File: src/rtl/pc_gen.sv
// Fetch-stage program-counter generator: trap/redirect/RAS-return selection,
// fetch valid/ready handshake and a small circular return-address stack.
module pc_gen #(
  parameter int unsigned     XLEN       = 32,
  parameter logic [XLEN-1:0] RESET_ADDR = XLEN'(32'h0040_0000),
  parameter int unsigned     PC_INC     = 1,
  parameter int unsigned     RAS_DEPTH  = 4
) (
  input  logic            clk,
  input  logic            reset_n,
  input  logic            stall,
  input  logic            flush,
  input  logic            redirect_valid,
  input  logic [XLEN-1:0] redirect_pc,
  input  logic            trap_valid,
  input  logic [XLEN-1:0] trap_pc,
  input  logic            ras_push,
  input  logic [XLEN-1:0] ras_push_addr,
  input  logic            ras_pop,
  input  logic            pc_ready,
  output logic [XLEN-1:0] pc_out,
  output logic            pc_valid,
  output logic            ras_empty,
  output logic            ras_full
);

  localparam int unsigned     PTR_W   = $clog2(RAS_DEPTH);
  localparam int unsigned     CNT_W   = $clog2(RAS_DEPTH + 1);
  localparam logic [XLEN-1:0] INC     = XLEN'(PC_INC);
  localparam logic [CNT_W-1:0] DEPTH_C = CNT_W'(RAS_DEPTH);

  logic [XLEN-1:0]  pc_q, pc_d;
  logic             valid_q, valid_d;
  logic [PTR_W-1:0] top_q, top_d;
  logic [CNT_W-1:0] count_q, count_d;
  logic [XLEN-1:0]  ras_q [RAS_DEPTH];

  logic             ras_we;
  logic [PTR_W-1:0] ras_waddr;
  logic             pop_ok;

  assign pop_ok    = ras_pop && (count_q != '0);
  assign ras_empty = (count_q == '0);
  assign ras_full  = (count_q == DEPTH_C);
  assign pc_out    = pc_q;
  assign pc_valid  = valid_q;

  always_comb begin
    pc_d      = pc_q;
    valid_d   = valid_q;
    top_d     = top_q;
    count_d   = count_q;
    ras_we    = 1'b0;
    ras_waddr = top_q;

    if (trap_valid) begin
      pc_d    = trap_pc;
      valid_d = 1'b1;
    end else if (redirect_valid) begin
      pc_d    = redirect_pc;
      valid_d = 1'b1;
    end else if (pop_ok) begin
      pc_d    = ras_q[top_q];
      valid_d = 1'b1;
    end else if (flush) begin
      valid_d = 1'b0;
    end else if (!stall) begin
      if (!valid_q) begin
        valid_d = 1'b1;
      end else if (pc_ready) begin
        pc_d = pc_q + INC;
      end
    end

    // Stack bookkeeping runs independently of which source won the PC select.
    if (trap_valid) begin
      top_d   = '0;
      count_d = '0;
    end else if (ras_push && pop_ok) begin
      ras_we    = 1'b1;
      ras_waddr = top_q;
    end else if (ras_push) begin
      ras_we    = 1'b1;
      ras_waddr = top_q + PTR_W'(1);
      top_d     = top_q + PTR_W'(1);
      if (count_q != DEPTH_C) begin
        count_d = count_q + CNT_W'(1);
      end
    end else if (pop_ok) begin
      top_d   = top_q - PTR_W'(1);
      count_d = count_q - CNT_W'(1);
    end
  end

  always_ff @(posedge clk or negedge reset_n) begin
    if (!reset_n) begin
      pc_q    <= RESET_ADDR;
      valid_q <= 1'b0;
      top_q   <= '0;
      count_q <= '0;
    end else begin
      pc_q    <= pc_d;
      valid_q <= valid_d;
      top_q   <= top_d;
      count_q <= count_d;
    end
  end

  // Entry storage needs no reset; validity is tracked entirely by count_q.
  always_ff @(posedge clk) begin
    if (ras_we) begin
      ras_q[ras_waddr] <= ras_push_addr;
    end
  end

endmodule

File: config.mk
export PLATFORM = sky130hd
export DESIGN_NAME = pc_gen
export DESIGN_NICKNAME = d
export VERILOG_FILES = /design/src/rtl/pc_gen.sv
export SDC_FILE = /design/constraint.sdc
export NUM_CORES = 1
export LEC_CHECK = 0
export CAP_MARGIN = 10
export CORE_ASPECT_RATIO = 1.1
export CORE_MARGIN = 3
export CORE_UTILIZATION = 35
export CTS_CLUSTER_SIZE = 16
export DETAILED_ROUTE_END_ITERATION = 10
export GPL_TIMING_DRIVEN = 0
export PLACE_DENSITY_LB_ADDON = 0.1
export SYNTH_ARGS = -nofsm -noshare
export SYNTH_HDL_FRONTEND = slang
export SYNTH_SLANG_ARGS = --single-unit
File: constraint.sdc
create_clock -name clk -period 5.64 [get_ports clk]
set_input_delay 0.564 -clock clk [delete_from_list [all_inputs] [get_ports clk]]
set_output_delay 0.564 -clock clk [all_outputs]
set_load 0.01 [all_outputs]
# Word-level counts from Yosys, hierarchy flattened
# Memory sizes are Yosys's and may differ from the RTL's.
# Cells that the tools add are included.
# totals
ram_bits,128
mem_count,1
word_cells,56
register_bits,38
latch_bits,0
rom_bits,0
# op_classes
n_lt_le_gt_ge,0
n_shift,0
add_sub_neg,5
mux,29
div,0
n_mul,0
reduce_logical,10
eq_ne,7
bitwise,0
# mem_list
memory,depth,width,rd,rd_clocked_by_memory_dff,write_ports,line,source
ras_q,4,32,1,0,1,36,logic [XLEN-1:0] ras_q [RAS_DEPTH];
# op_table
op,n
32-bit two-way mux,7
32-bit by 1-bit adder with 32-bit output (second input constant),1
3-bit two-way mux,5
2-bit two-way mux,7
1-bit two-way mux,10
4-bit by 1-bit inequality test with 1-bit output (second input constant),2
4-bit nonzero test,2
3-bit nonzero test,2
5-bit by 1-bit inequality test with 1-bit output (second input constant),1
4-bit AND reduction,1
3-bit by 1-bit adder with 3-bit output (second input constant),1
3-bit == test (second input constant),1
3-bit logical NOT,1
3-bit by 2-bit inequality test with 1-bit output (second input constant),1
3-bit inequality test (second input constant),1
3-bit AND reduction,1
3-bit by 1-bit subtractor with 3-bit output (second input constant),1
2-bit by 1-bit adder with 2-bit output (second input constant),1
1-bit logical AND,2
2-bit inequality test (second input constant),1
2-bit AND reduction,1
2-bit by 1-bit subtractor with 2-bit output (second input constant),1

# Logic depth before layout (Yosys ltp)
# depth
depth_word,8
mapped_depth,8
ltp_nobuf,6

# Least setup slack after synthesis
# OpenSTA, ideal clock, no wires.
# synth_path
path_kind,input -> register
from,input port trap_valid
to,"memory ras_q[1][0], enable pin"
setup_time_ps,461
t_required_ps,5179
slack_ps,1643
stages,5
t_arrival_ps,3536
cell_sequence,inv_1 -> clkbuf_1 -> clkbuf_1 -> nand2_1 -> nor3_1
# synth_between
elab_chain_len,3
word_cells_on_any_way,4
# synth_rtl
item,line,source
"start, declared",15,"input logic trap_valid,"
1-bit two-way mux,76,if (trap_valid) begin
1-bit two-way mux,111,if (ras_we) begin
1-bit two-way mux (implied by the code),112,ras_q[ras_waddr] <= ras_push_addr;
"end, declared",36,
# Parallel ways exist; a longest one is shown, timed or not.

# Worst setup path after layout
# layout_path
from,input port trap_valid
to,"memory ras_q[1][2], enable pin"
# Same word-level chain as after synthesis.

==> summary.md <==
| Metric | Value |
|---|---|
| Outcome | `finished clean` |
| Adder-cell share of the synthesized area | `0.00422` |
| Starting Density | `0.359` |
| Final Non-Filler Cells | `1,031` |
| Post-Syn Area | `7710 µm²` |
| CP max stage cell | `nor3_2` |
| Vias in the first global route | `5,809` |
| Total Power Consumption | `4.23 mW` |
| Worst hold path class | `in2async` |
| Internal | `2.78 mW` |
| FF+latch count, synth | `166` |
| Sw Share | `0.341` |
| R2R setup slack | `2.49 ns` |
| Die Area | `23,900 µm²` |
| Multi-input gate area | `2740 µm²` |
| Deepest clock path buffer count | `2` |
| Most frequent cell after synthesis | `edfxtp_1` |
| P_leak | `3.42 nW` |
| CP Cell Sequence | `clkdlybuf4s50_1 > inv_1 > clkbuf_1 > clkbuf_1 > nand2_1 > nor3_2 > buf_6 > buf_6` |
| Worst rel slew slack | `0.356` |
| Cell Rows | `56` |
| Setup-failing EPs final | `0` |
| Post-synthesis mux area share | `0.0949` |
| H-tree Lvls | `4` |
| Cells after Synth | `561` |
| Post-synth cell types | `70` |
| Setup slack after layout | `1.92 ns` |
| Initial DRC Count | `322` |
| Final Util | `0.477` |
| Critical Path Start Type | `primary input` |
| CP Data Required Time | `5.78 ns` |
| Worst setup EP type | `flip-flop` |
| HPWL after DPL | `18,100 µm` |
| DRC Markers | `0` |
| Top cell type's share of synthesized area | `0.498` |
| Layout Area Growth over Synthesis | `32.9%` |
| PwrDens | `412 nW/µm²` |
| Via count | `5,586` |
| Worst hold margin | `0.477 ns` |
| Final WL | `24,100 µm` |
| Area contributors post-synth | `edfxtp_1 50%, dfrtp_1 12%, mux4_2 9.3%, a21oi_1 2.6%, nor3_1 1.9%` |
| Post-Synth XOR/XNOR Area | `0.0204` |
| Ports | `140` |
| Comb pwr share | `0.325` |
| DP Area | `9630 µm²` |
| Root buf cell | `clkbuf_16` |
| Final max-slew violation count | `0` |
| RSZ-0062 raised after global routing | `no` |
| Sw Pwr | `1.44 mW` |
| Worst slew pin tran | `0.961 ns` |
| Synth Area in Simple Gates | `0.131` |
| Warnings from Yosys | `0` |
| Proportion of layout cells with a drive suffix above 1 | `0.147` |
| Post-synth top flop | `edfxtp_1` |
| Core outline area | `21,500 µm²` |
| Final Skew | `0.0115 ns` |
| WL per Instance | `23.4 µm` |
| Initial antenna violation count | `0` |
| Final hold vios | `0` |
| Placed insts | `998` |
| Clock latency on the worst-skew pair | `0.43 ns` |
| Async S/R FF share, synth | `0.229` |
| Clock transition at path regs | `0.07 ns` |
| WP data arrival | `3.85 ns` |
| Largest family of logic cells by synthesized area | `simple AND/OR/NAND/NOR gates` |
| Net Count, Synth | `668` |
| Sequential share of power | `0.395` |
| Port bufs | `138` |
| Largest net degree at the start of global routing | `35` |
| Compound-Gate Fraction of Synth Area | `0.0996` |
| Max_cap viols | `0` |
| Clock power share | `0.279` |
| Post-synth top cells | `128 x edfxtp_1, 40 x a21oi_1, 37 x dfrtp_1` |
| Diodes inserted | `0` |
| Nets | `835` |
| First-pass GRT wire length | `36,500 µm` |
| Fmax | `269 MHz` |
| Chip width | `148 µm` |
| Overflow after GRT | `0` |
| Clk sinks | `166` |
| Period utilisation layout | `0.659` |
| Setup TNS | `0 ns` |
| Tmin final | `3.72 ns` |
| Mean Syn Cell Area | `13.8 µm²` |
| Synth area leader | `edfxtp_1` |
| CTS tree | `yes` |
| Filler cells | `1,943` |
| Routed vias/inst | `5.42` |
| Max incr delay on CP | `0.81 ns` |
| Post-route cell area | `10,300 µm²` |
| Pre-CTS setup slack | `1.44 ns` |
| CP max FO | `10` |
| Die height | `162 µm` |
| Register area | `4800 µm²` |
| Num CTS Buffers | `17` |
| Post-route ant nets | `0` |
| Total GRT Usage | `0.206` |
| GPL Wtd Cong | `0.877` |
| Pre-antenna DRT Iters | `5` |
| Seq/Total Area, Yosys | `0.622` |
| VDD IR max | `232 µV` |
| Post-synth EDFFs | `128` |
| Worst reg2reg path depth | `6` |
| CP Class | `in2reg` |
[placed cells by master (no fill, tap or decap), types with 14 or more instances in the layout]
cell / netlist / routed
a21oi_1: 40 / 38
buf_2: 13 / 14
clkbuf_1: 20 / 20
clkbuf_16: 0 / 17
clkdlybuf4s50_1: 0 / 137
dfrtp_1: 37 / 37
edfxtp_1: 128 / 128
mux4_2: 32 / 32
nand2_1: 22 / 22
nand3_1: 20 / 20
nor2_1: 36 / 36
nor3_1: 30 / 28
[timing repair]
item	in CTS	in global routing
gates resized for setup	0	0
hold endpoints to repair	4	0
buffers inserted	0	0
hold buffers	1	0
[worst max-delay path: cells and delay by family]
kind	cells	cell delay (ns)
and+or+nand+nor	2	1.18
buffers and inverters	6	2.09
[worst paths after layout]
path | start | end
setup / recovery | trap_valid | ras_q[1][2]
hold / removal | reset_n | count_q[0]
setup reg to reg | count_q[0] | ras_q[2][2]
hold reg to reg | pc_out[11] | pc_out[11]
max in group asynchronous | reset_n | pc_out[22]
min in group clk | pc_out[11] | pc_out[11]
[final cells by class]
cell class,count,area share
plain buffers,37,0.0170
multi-input cells,347,0.267
repair buffers,148,0.150
inverters,11,0.00403
well taps,290,0.0354
clock inverters,15,0.0179
clock buffers,17,0.0415
flip-flops and latches,166,0.468
[state kept, by name, indices dropped and copies added (netlist names)]
signal and flops:
pc_out 32, top_q 2, count_q 3, pc_valid 1, ras_q 128
[power groups by stage]
| stage | logic [mW] | clock network [mW] | registers, mW |
|---|---|---|---|
| after floorplan | 0.767 | 0 | 1.68 |
| after global placement | 1.32 | 0 | 1.70 |
| after detailed placement | 1.39 | 0 | 1.70 |
| after CTS | 1.39 | 1.21 | 1.67 |
| after global routing | 1.49 | 1.27 | 1.70 |
| final | 1.38 | 1.18 | 1.67 |
[layer usage]
metal  vias up  wire (µm)  GRT usage
met4         0        737     0.0801
met1      2813      10200      0.263
met5         -          0          0
met2       176      12000      0.348
met3        39       1140     0.0399
li1       2558          -          -
[logic make-up (layout without fill, tap and decap cells)]
family | after synthesis | in the layout
buf+inv | 48 | 228
xor+xnor | 18 | 18
mux | 33 | 33
flops | 166 | 166
compound gates | 116 | 116
fa+ha+maj | 2 | 2
simple gates | 178 | 178
Note: power is estimated with default switching activity, not from simulation.
